**config.mk**
```make
export PLATFORM = sky130hd
export DESIGN_NAME = vga_vram_arbiter
export DESIGN_NICKNAME = d
export VERILOG_FILES = /design/src/rtl/vga_vram_arbiter.sv
export SDC_FILE = /design/constraint.sdc
export NUM_CORES = 1
export LEC_CHECK = 0
export CAP_MARGIN = 40
export CORE_ASPECT_RATIO = 1.4
export CORE_UTILIZATION = 30
export CTS_BUF_LIST = sky130_fd_sc_hd__clkbuf_8
export CTS_CLUSTER_SIZE = 30
export DETAILED_ROUTE_END_ITERATION = 8
export PLACE_DENSITY = 0.51
export SLEW_MARGIN = 20
export SYNTH_ARGS = -nofsm -noshare
export SYNTH_HDL_FRONTEND = slang
export SYNTH_SLANG_ARGS = --single-unit
export TNS_END_PERCENT = 30
```
**constraint.sdc**
```tcl
create_clock -name Master_Clock_In -period 1.8 [get_ports Master_Clock_In]
set_clock_uncertainty 0.15 [all_clocks]
set_input_delay 0.36 -clock Master_Clock_In [delete_from_list [all_inputs] [get_ports Master_Clock_In]]
set_output_delay 0.36 -clock Master_Clock_In [all_outputs]
set_load 0.01 [all_outputs]
```
**src/rtl/vga_vram_arbiter.sv**
```systemverilog
// vga_vram_arbiter: shares one single-port synchronous VRAM between display
// scanout (priority) and a game-logic write port.
//
// Scanout fetches one cell per RAM access, three clocks ahead of use, so the
// cell value reaches the palette stage exactly when its first pixel is drawn.
// Writes use a req/ack handshake and fill any cycle that is not a scan slot.
//
// Optional feature: define VGA_ARB_BLANK_WR_EN to restrict writes to
// blanking (Disp_Ena_In=0) for tear-free updates.
//
// Command register states:
//   state     | meaning
//   CMD_NONE  | RAM idle this cycle; address holds, no write
//   CMD_READ  | scanout prefetch address on RAM
//   CMD_WRITE | game-logic write on RAM (acked this cycle)

module vga_vram_arbiter #(
  parameter int H_ACTIVE   = 640,
  parameter int H_TOTAL    = 800,
  parameter int V_ACTIVE   = 480,
  parameter int V_TOTAL    = 525,
  parameter int CELL_SHIFT = 3,
  parameter int ADDR_W     = 13,
  parameter int DATA_W     = 8
) (
  input  logic              Master_Clock_In,
  input  logic              Reset_N_In,
  input  logic              Disp_Ena_In,
  input  logic [9:0]        Val_Col_In,
  input  logic [9:0]        Val_Row_In,
  input  logic              Wr_Req_In,
  input  logic [ADDR_W-1:0] Wr_Addr_In,
  input  logic [DATA_W-1:0] Wr_Data_In,
  output logic              Wr_Ack_Out,
  output logic [ADDR_W-1:0] Ram_Addr_Out,
  output logic [DATA_W-1:0] Ram_Data_Out,
  output logic              Ram_We_Out,
  input  logic [DATA_W-1:0] Ram_Data_In,
  output logic [DATA_W-1:0] Pixel_Data_Out,
  output logic              Pixel_Valid_Out
);

  localparam int COLS = H_ACTIVE >> CELL_SHIFT;
  localparam int ROWS = V_ACTIVE >> CELL_SHIFT;
  localparam logic [ADDR_W-1:0] COLS_A  = ADDR_W'(COLS);
  localparam logic [31:0]       N_CELLS = 32'(COLS * ROWS);

  typedef enum logic [1:0] {CMD_NONE, CMD_READ, CMD_WRITE} cmd_t;

  cmd_t              cmd_q, cmd_d;
  logic [10:0]       col_p3, row_p1, tc, tr;
  logic              col_wrap, scan_slot, wr_grant, wr_in_range;
  logic [ADDR_W-1:0] rd_addr, addr_d;
  logic [DATA_W-1:0] wdata_d;
  logic              we_d, ack_d;
  logic              rd_data_vld;
  logic [DATA_W-1:0] next_cell, pix_q;
  logic              disp_q;

  // Target pixel three clocks ahead, wrapping into the next line / frame.
  always_comb begin
    col_p3   = {1'b0, Val_Col_In} + 11'd3;
    row_p1   = {1'b0, Val_Row_In} + 11'd1;
    col_wrap = (col_p3 >= 11'(H_TOTAL));
    tc       = col_wrap ? (col_p3 - 11'(H_TOTAL)) : col_p3;
    if (!col_wrap)
      tr = {1'b0, Val_Row_In};
    else if (row_p1 == 11'(V_TOTAL))
      tr = '0;
    else
      tr = row_p1;
    scan_slot = (tc[CELL_SHIFT-1:0] == '0) && (tc < 11'(H_ACTIVE)) &&
                (tr < 11'(V_ACTIVE));
    rd_addr   = ADDR_W'(tr >> CELL_SHIFT) * COLS_A + ADDR_W'(tc >> CELL_SHIFT);
  end

`ifdef VGA_ARB_BLANK_WR_EN
  assign wr_grant = Wr_Req_In && !Disp_Ena_In;
`else
  assign wr_grant = Wr_Req_In;
`endif

  assign wr_in_range = (32'(Wr_Addr_In) < N_CELLS);

  // Per-cycle command decision: scan slot wins, otherwise a pending write.
  always_comb begin
    cmd_d   = CMD_NONE;
    addr_d  = Ram_Addr_Out;
    wdata_d = Ram_Data_Out;
    we_d    = 1'b0;
    ack_d   = 1'b0;
    if (scan_slot) begin
      cmd_d  = CMD_READ;
      addr_d = rd_addr;
    end else if (wr_grant) begin
      cmd_d   = CMD_WRITE;
      addr_d  = Wr_Addr_In;
      wdata_d = Wr_Data_In;
      we_d    = wr_in_range;   // out-of-range writes are acked but dropped
      ack_d   = 1'b1;
    end
  end

  // Command register and registered RAM interface.
  always_ff @(posedge Master_Clock_In or negedge Reset_N_In) begin
    if (!Reset_N_In) begin
      cmd_q        <= CMD_NONE;
      Ram_Addr_Out <= '0;
      Ram_Data_Out <= '0;
      Ram_We_Out   <= 1'b0;
      Wr_Ack_Out   <= 1'b0;
    end else begin
      cmd_q        <= cmd_d;
      Ram_Addr_Out <= addr_d;
      Ram_Data_Out <= wdata_d;
      Ram_We_Out   <= we_d;
      Wr_Ack_Out   <= ack_d;
    end
  end

  // Read pipeline: capture RAM data one cycle after a read address, then
  // present it at the first pixel of the cell.
  always_ff @(posedge Master_Clock_In or negedge Reset_N_In) begin
    if (!Reset_N_In) begin
      rd_data_vld <= 1'b0;
      next_cell   <= '0;
      pix_q       <= '0;
      disp_q      <= 1'b0;
    end else begin
      rd_data_vld <= (cmd_q == CMD_READ);
      if (rd_data_vld)
        next_cell <= Ram_Data_In;
      if (Val_Col_In[CELL_SHIFT-1:0] == '0)
        pix_q <= next_cell;
      disp_q <= Disp_Ena_In;
    end
  end

  assign Pixel_Valid_Out = disp_q;
  assign Pixel_Data_Out  = disp_q ? pix_q : '0;

endmodule

```
=== Word-level counts from Yosys, hierarchy flattened ===
Index checks and enable logic that the tools add are counted.
Widths: inputs -> output; s select.

* Bits in registers: 43
* Latch bits: 0
* RAM bits: 0
* Memory bits (read-only): 0
* Input bits: 53
* Output and inout bits: 32
* Word-level logic and storage cells: 39
* Memories kept: 0

* Add/sub/neg operators: 4
* Multipliers: 1
* Divide/modulo/power cells: 0
* Magnitude comparators: 4
* Equality and inequality tests: 2
* Shift operators: 0
* Mux-type cells: 12
* Bitwise operators: 1
* Reduce and logical (&&, ||, !) cells: 6

{| class="wikitable"
|+ Operators with widths
! operator !! count
|-
| $mux 11 || 3
|-
| $mux 13 || 2
|-
| $add 13x8->13 || 1
|-
| $lt 13x13->1 const B || 1
|-
| $add 10x1->11 const B || 1
|-
| $add 10x2->11 const B || 1
|-
| $eq 11x10->1 const B || 1
|-
| $ge 11x10->1 const B || 1
|-
| $lt 11x10->1 const B || 1
|-
| $lt 11x9->1 const B || 1
|-
| $sub 11x10->11 const B || 1
|-
| $mul 8x3->9 const B || 1
|-
| $mux 8 || 1
|-
| $logic_not 3->1 || 2
|-
| $mux 1 || 4
|-
| $mux 2 || 2
|-
| $eq 2x1->1 const B || 1
|-
| $logic_and 1x1->1 || 2
|-
| $reduce_and 2->1 || 1
|-
| $reduce_bool 2->1 || 1
|-
| $not 1->1 || 1
|}

=== Longest topological paths before layout ===
* Depth in word-level cells: 8
* Mapped depth: 22
* Gate-level depth less buffers: 22

=== Least setup slack after synthesis ===
OpenSTA, ideal clock, no wires.

* Path kind: input port to flip-flop
* From: input port Val_Col_In[1]
* To: register Ram_Addr_Out[12]
* Setup time: 126 ps
* Arrival time: 4143 ps
* Data required time: 1524 ps
* Setup slack: -2618 ps
* Cell stages on the path: 19
* Path buffers: 0
* Path through: o2111a_2 nand2_2 xnor2_1 ha_1 inv_1 nand3_1 a221o_1 or2_2 nor2_1 nand2_1 xnor2_1 ha_1 inv_1 fa_1 xnor2_1 nor3b_1 nand3_1 xnor2_1 mux2i_1

* Cells in the longest elaborated chain, start to end: 7
* Elaborated cells on any way between the ends: 14
* Classes of those cells: add/sub: 3; mul: 1; order compare: 3; mux: 3; reduce/logical: 4

{| class="wikitable"
|+ Ends and longest elaborated chain
! what !! line !! source
|-
| start, declared || 29 || <nowiki>input logic [9:0] Val_Col_In,</nowiki>
|-
| $add 10x2->11 (*) || 62 || <nowiki>col_p3 = {1'b0, Val_Col_In} + 11'd3;</nowiki>
|-
| branches (longest 6 deep; another with $add 13x8->13) || n/a ||
|-
| end signal, assigned || 114 || <nowiki>Ram_Addr_Out <= addr_d;</nowiki>
|-
| end, declared || 35 || <nowiki>output logic [ADDR_W-1:0] Ram_Addr_Out,</nowiki>
|}

Every way passes the cells marked *.
A chain may end at the register's enable or synchronous reset.

=== Worst setup path in the final report ===
* From: input port Val_Col_In[0]
* To: register Ram_Addr_Out[12]

The elaborated chain is that of the path after synthesis.

==> impl_summary.md <==
STA
Timing would allow up to 263 MHz. Hold is met by approximately 0.3 ns. In this run the tightest slew margin relative to its limit is between 50% and 60%. The final critical delay including setup and external delays is between 3 and 4 ns. The final-report hold violation count is 0. The actual slew at the worst max-slew pin is roughly 0.65 ns. The number of pins with negative max-slew slack in the final report was 0. Setup violations remaining at the end of the flow were counted as 24. The share of the clock period used by the worst path is 211%. The worst path setup slack after routing is -2.00 ns. Setup repair after global routing could not meet its margin everywhere.

Synth
The mux share of post-synthesis cell area is about a fifth. Summing the areas of all compound-gate instances in the mapped netlist gives 11.5% of the synthesized area. The Yosys step of the flow raised 0 warnings. The main combinational cell family by area after synthesis is multiplexers. In the synthesized netlist, the number of instances is around 280. The async set-or-reset flop fraction in the synthesized netlist is between 90% and 100%. The synthesized design spends more area on one cell type than any other, namely sky130_fd_sc_hd__dfrtp_1.

Synthesis instantiated 52 different standard cells from the library. The count of flip-flops with a built-in enable after synthesis is 0. A synthesized cell averages a little over 10 um2.

Of the total synthesized cell area, the portion taken by full adders, half adders and majority gates is between 8 and 9%. The commonest cells after synthesis are sky130_fd_sc_hd__dfrtp_1, sky130_fd_sc_hd__mux2_2, sky130_fd_sc_hd__mux2i_1. The share of the synthesized area in the top cell type is a little over a third. Of the total synthesized cell area, the portion taken by AND, OR, NAND and NOR gates is 13.6%. In the post-synthesis netlist, the biggest area contributors are sky130_fd_sc_hd__dfrtp_1, sky130_fd_sc_hd__mux2_2, sky130_fd_sc_hd__mux2i_1. By instance count, the leading cell after synthesis is sky130_fd_sc_hd__dfrtp_1.

Summing the areas of all xor and xnor instances in the mapped netlist gives ~6.7% of the synthesized area. Summing the sequential cell areas from Yosys gives 36.5% of the chip area. Synthesis inferred 42 register bits. The most used flip-flop cell after synthesis is sky130_fd_sc_hd__dfrtp_1. When the netlist entered floorplanning its net count stood at about 350. The cell area after technology mapping is just under 0.003 mm2.

Drt
The final route contains 2649 vias. The detailed-router iteration count before antenna repair is 6. After detailed routing, the average wire length per cell comes to between 10 and 15 um. For this block, the routed nets add up to 7.52 mm of wire. The number of remaining DRC errors is 11. Once detail routing completed, the nets flagged for antenna violations numbered 0. In the routed layout, each cell is associated on average with a via count of between 4 and 5.

After the first detailed-routing iteration, the DRC count stood at about 100.

Global routing
The first global-routing pass estimated roughly 13 mm of wire. The total global routing overflow is 0. The total global-route track usage is between 10% and 20%.

The number of global-route vias before repair is between 2000 and 3000. The initial antenna violation count is 0. The maximum number of pins on one net before global-route repair is between 40 and 50.

Run status
The run finished, with violations left. The checks that failed: DRC, setup timing.

Layout
In the final design database the tool counted around 520 nets. After routing the design area is about 0.0049 mm2. The layout filler cell count is 857. Summing all flip-flop and latch instances after layout gives roughly 0.0011 mm2. The area growth from synthesis to layout is 70.8%. In the final layout, the multi-input gates occupy 0.00200 mm2. The final core utilization is a little over half. The diode insertion count for antenna repair is 0.

The post-route netlist has roughly two fifths of its cells at a drive strength greater than 1.

Job
The number of maximum-capacitance violations is 0.

Setup path
The startpoint of the lowest-slack register-to-register path is rd_data_vld. STA classifies the critical path endpoint as a register. The worst setup path is launched from an input port. The worst path arrival time is around 3.8 ns.

The worst register-to-register path has a depth of 1. In this run the critical register-to-register path is captured at next_cell[5]. The worst path required time is ~1.8 ns. The most critical setup path has its endpoint at Ram_Addr_Out[12]. The critical path is of the in2reg type. The most critical setup path has its startpoint at Val_Col_In[0].

Across all register-to-register paths, the minimum setup slack is roughly 0.60 ns. The critical-path maximum fanout is 5.

Clock tree
After clock tree synthesis, the clock-pin slew on the worst setup and hold paths is approximately 0.08 ns. The worst-case clock buffer depth is 2. The H-tree was split into 2 levels. The CTS buffer count is 5.

The clock reaches the later pin of the worst-skew pair after ~0.30 ns. The CTS tree is yes. Counting every sink on the clock net gives between 40 and 50.

The cell sitting at the root of the clock tree is a sky130_fd_sc_hd__clkbuf_8.

Min path
The path class of the tightest hold or removal check is reg2reg.

Placement
After legalization and detailed placement, the total HPWL measured about 6.2 mm. The congestion estimate from routability-driven global placement came to approximately 0.9. The total placed instance area is approximately 0.0045 mm2. The count of buffers added on input and output ports is 84.

Power and ir drop
The cell leakage power is roughly 0.0024 uW. The areal power density over the cells is roughly 690 mW/mm2. The maximum vdd ir drop is 0.275 mV.

Die
The count of standard-cell rows is 41. The chip height is between 100 and 150 um. The floorplan step defined a die boundary enclosing ~0.01 mm2. The die is between 80 and 90 um wide. In this run the standard cell core region covers ~0.0092 mm2. The initial core utilization is about a third.

The number of top-level pins is 85.
-- layout by cell type (no fill, tap or decap), types with 10 or more instances in the layout --
master | netlist | routed
sky130_fd_sc_hd__buf_4 | 0 | 82
sky130_fd_sc_hd__clkdlybuf4s50_1 | 0 | 67
sky130_fd_sc_hd__dfrtp_1 | 42 | 41
sky130_fd_sc_hd__mux2i_1 | 23 | 23
sky130_fd_sc_hd__mux2_2 | 27 | 19
sky130_fd_sc_hd__nand2_1 | 18 | 17
sky130_fd_sc_hd__and2_1 | 11 | 11
sky130_fd_sc_hd__xnor2_2 | 0 | 11
sky130_fd_sc_hd__ha_1 | 17 | 11
sky130_fd_sc_hd__inv_1 | 14 | 10
sky130_fd_sc_hd__dlygate4sd2_1 | 0 | 10
-- state kept, by name, indices dropped and copies added, names as in the netlist --
signal and count:
Ram_Addr_Out 13, pix_q 8, cmd_q 1, Pixel_Valid_Out 1, Ram_Data_Out 8, rd_data_vld 1, Ram_We_Out 1, Wr_Ack_Out 1
next_cell 8
-- logic make-up after synthesis --
| family | after synthesis |
|---|---|
| XOR/XNOR | 22 |
| buffers and inverters | 25 |
| AND/OR/NAND/NOR | 74 |
| multiplexers | 52 |
| adder cells (fa/ha/maj) | 19 |
| flip-flops | 42 |
| AO/OA/AOI/OAI | 43 |
-- critical path: stages --
cell and delay (ns):
sky130_fd_sc_hd__buf_6 0.07, sky130_fd_sc_hd__o2111a_2 0.27, sky130_fd_sc_hd__nand2_4 0.07, sky130_fd_sc_hd__xnor2_2 0.14, sky130_fd_sc_hd__ha_2 0.19, sky130_fd_sc_hd__inv_2 0.07, sky130_fd_sc_hd__nand3_2 0.05, sky130_fd_sc_hd__a221o_1 0.36
sky130_fd_sc_hd__or2_4 0.28, sky130_fd_sc_hd__nor2_4 0.18, sky130_fd_sc_hd__buf_4 0.14, sky130_fd_sc_hd__nand3_2 0.08, sky130_fd_sc_hd__xnor2_2 0.14, sky130_fd_sc_hd__ha_1 0.33, sky130_fd_sc_hd__ha_4 0.25, sky130_fd_sc_hd__a21o_1 0.20
sky130_fd_sc_hd__a21oi_2 0.17, sky130_fd_sc_hd__xnor2_2 0.13, sky130_fd_sc_hd__nand3_1 0.10, sky130_fd_sc_hd__xnor2_1 0.15, sky130_fd_sc_hd__mux2i_1 0.08
-- worst min-delay path by stage --
| stage | slack, ns | cells past startpoint | startpoint | end |
|---|---|---|---|---|
| after floorplan | -0.09 | 0 | Reset_N_In | Pixel_Valid_Out |
| after global placement | 0.26 | 1 | Wr_Ack_Out | rd_data_vld |
| after detailed placement | 0.29 | 1 | Wr_Ack_Out | rd_data_vld |
| after CTS | 0.30 | 4 | Val_Col_In[4] | Ram_Addr_Out[1] |
| after global routing | 0.32 | 4 | Val_Col_In[4] | Ram_Addr_Out[1] |
| final | 0.29 | 1 | Wr_Ack_Out | rd_data_vld |
-- layer usage --
metal  track usage [%]  vias to the layer above  routed length (um)
met3              2.31                       12                 268
met2              29.9                       63                4090
li1                  -                     1339                   -
met4              5.30                        0                 129
met1              18.1                     1235                3030
met5                 0                        -                   0
-- what timing repair did --
item	in CTS	in global routing
pin swaps	20	19
buffers inserted	5	4
setup endpoints to repair	33	24
endpoints found under the hold margin	42	0
resized for setup	60	19
hold buffers	1	0
-- per-stage QoR --
stage / TNS, ns / total power, uW / setup WS, ns / cells
after floorplan: -36.45 / 1820 / -2.19 / 277
after global placement: -55.00 / 2440 / -2.70 / 537
after detailed placement: -55.54 / 2460 / -2.76 / 537
after CTS: -36.49 / 3410 / -2.07 / 551
after global routing: -38.75 / 3620 / -2.21 / 555
final: -35.82 / 3390 / -2.00 / 555
-- power by group --
group | leakage, uW | switching [uW] | internal [uW] | total, uW
Clock | 0.0000683 | 324 | 555 | 880
Sequential | 0.000512 | 91.9 | 1130 | 1220
Combinational | 0.00177 | 492 | 805 | 1300
Total | 0.00235 | 908 | 2490 | 3390
-- layout make-up --
cell class	count	share of cell area [%]
inverters	14	1.07
well taps	107	2.72
repair buffers	174	31.3
clock inverters	3	1.40
multi-input cells	210	40.7
clock buffers	5	1.40
flip-flops and latches	42	21.4
Note: power is estimated with default switching activity, not from simulation.
==> variant: new RTL, same flow settings <==
Build with the macro `VGA_ARB_BLANK_WR_EN` defined.
--- a/src/rtl/vga_vram_arbiter.sv
+++ b/src/rtl/vga_vram_arbiter.sv
@@ -13,6 +13,8 @@
 //   CMD_NONE  | RAM idle this cycle; address holds, no write
 //   CMD_READ  | scanout prefetch address on RAM
 //   CMD_WRITE | game-logic write on RAM (acked this cycle)
+
+`define VGA_ARB_BLANK_WR_EN
 
 module vga_vram_arbiter #(
   parameter int H_ACTIVE   = 640,
Check against the original RTL: not equivalent (a bounded check fails within 4 cycles, from zero or initial values and one cycle with Reset_N_In low).
==> variant against the original RTL <==
- via count rose by 5.2%
- utilization rose by 3.9 points
- setup slack got worse by 0.035 ns
- synthesized area rose by 2.7%
- power rose by 4.0%
- final area rose by 11%
- sequential cell count did not move
- the flow finishes with violations (setup timing)
- routed wire length rose by 7.1%
- synthesized cell count fell by 0.72%
- die area rose by 2.7%
- final cell count rose by 6.5%
- critical endpoint unchanged
==> variant: results <==
metrics = {
    "pwr": {
        "power.net_switching_mw": 1.06,
        "irDropWorstVdd_v": 0.000297,
        "power_leakage_nw": 2.36,
    },
    "finish": {
        "num-nets-final": 530,
        "drive_gt1_share_pct": 49.9,
    },
    "critical_path": {
        "path_delay_family": "adder cells",
        "timing.critical_path.arrival_ns": 3.87,
    },
    "synth": {
        "synthTopCellsByCount": "dfrtp_1 (42), mux2_2 (29), mux2i_1 (22)",
        "netlist_top_cells_area": "dfrtp_1 (36%), mux2_2 (11%), mux2i_1 (7.4%), ha_1 (7.2%), xnor2_1 (4.1%)",
        "synth_sequential_area_ratio_pct": 35.5,
        "synth_fp_nets": 347,
    },
    "sta": {
        "setup_total_negative_slack_ns": -29.74,
        "fin_ws_ns": -2.03,
        "tightest_slew_ns": 0.422,
        "setup_violations": 24,
    },
    "routing": {
        "routed_wire_length_per_instance_um": 13.6,
        "drtPass1Iterations": 4,
        "drt-vias-per-instance": 4.72,
        "detail_route.iter0.violations": 53,
    },
    "outcome": {
        "status": "complete, but fails checks",
        "violations": "setup timing",
    },
    "global_route": {
        "vias_in_the_first_global_route": 2851,
        "grt_use_total_pct": 16.4,
        "grt_pass1_wl_mm": 13.4,
    },
    "placed_design": {
        "dpl.hpwl_mm": 6.13,
        "finalWeightedCongestion": 0.843,
        "placedCellCount": 555,
    },
    "die": {
        "floorplan.initialDensity_pct": 31.1,
    },
    "clock_tree": {
        "cts_made_buffers": 5,
    },
}
variant: changes by cell type after synthesis, sizes merged, moves of 3 or more:
cell / before / now
o21ai: 5 / 9
nor2b: 1 / 4
nor2: 9 / 15
nand2: 19 / 7
inv: 14 / 9
and3: 5 / 2
variant: logic make-up after synthesis:
| group | count (synthesis) | share of synthesized area [%] |
|---|---|---|
| buffers and inverters | 22 | 4.74 |
| adders and majority gates | 19 | 8.54 |
| xor gates and xnor gates | 21 | 6.22 |
| DFF | 42 | 35.5 |
| and+or+nand+nor | 75 | 15.2 |
| AOI/OAI and AO/OA | 45 | 11.3 |
| muxes | 51 | 18.5 |
variant: per-stage QoR:
step / utilization, % / total power, mW / instance area (µm²) / hold slack [ns]
floorplan: - / 1.97 / 3110 / -0.0856
global placement: 48.4 / 2.66 / 4600 / 0.165
detailed placement: 48.4 / 2.69 / 4600 / 0.171
CTS: 55.1 / 3.50 / 5240 / 0.283
global route: 57.5 / 3.76 / 5470 / 0.307
finish: 57.5 / 3.53 / 5470 / 0.283
variant: metal layers:
| layer | GRT usage [%] | share of wire, % |
|---|---|---|
| met1 | 18.1 | 40 |
| met2 | 31.4 | 55 |
| met3 | 2.34 | 3.9 |
| met4 | 5.10 | 1.8 |
| met5 | 0 | 0 |
variant: cell type report:
class,count,area (µm²)
clock buffer,6,82.6
clock inverter,2,12.5
fill,832,4040
inverter,9,33.8
multi-input combinational,211,2360
sequential,42,1050
tap,132,165
timing repair buffer,189,1760
variant: timing repair:
action,in CTS,in global routing
endpoints found under the hold margin,16,0
setup endpoints to repair,33,25
pin swaps,58,31
hold buffers,1,0
resized for setup,110,43
setup buffers,29,7
cloned,1,0
variant: power groups by stage:
| stage | registers [mW] | logic [mW] | clock network (mW) |
|---|---|---|---|
| after floorplan | 1.32 | 0.651 | 0 |
| after global placement | 1.29 | 1.37 | 0 |
| after detailed placement | 1.30 | 1.39 | 0 |
| after CTS | 1.28 | 1.56 | 0.661 |
| after global routing | 1.31 | 1.76 | 0.693 |
| final | 1.28 | 1.62 | 0.632 |
variant: final timing paths:
path / endpoint / slack [ns] / start
min in group asynchronous: Ram_Addr_Out[5]$_DFFE_PN0P_ / 0.39 / Reset_N_In
hold / removal: rd_data_vld$_DFF_PN0_ / 0.28 / Wr_Ack_Out$_DFF_PN0_
hold reg to reg: rd_data_vld$_DFF_PN0_ / 0.28 / Wr_Ack_Out$_DFF_PN0_
setup / recovery: Ram_Addr_Out[12]$_DFFE_PN0P_ / -2.03 / Val_Col_In[1]
max in group asynchronous: Pixel_Valid_Out$_DFF_PN0_ / 0.63 / Reset_N_In
setup reg to reg: next_cell[2]$_DFFE_PN0P_ / 0.57 / rd_data_vld$_DFF_PN0_
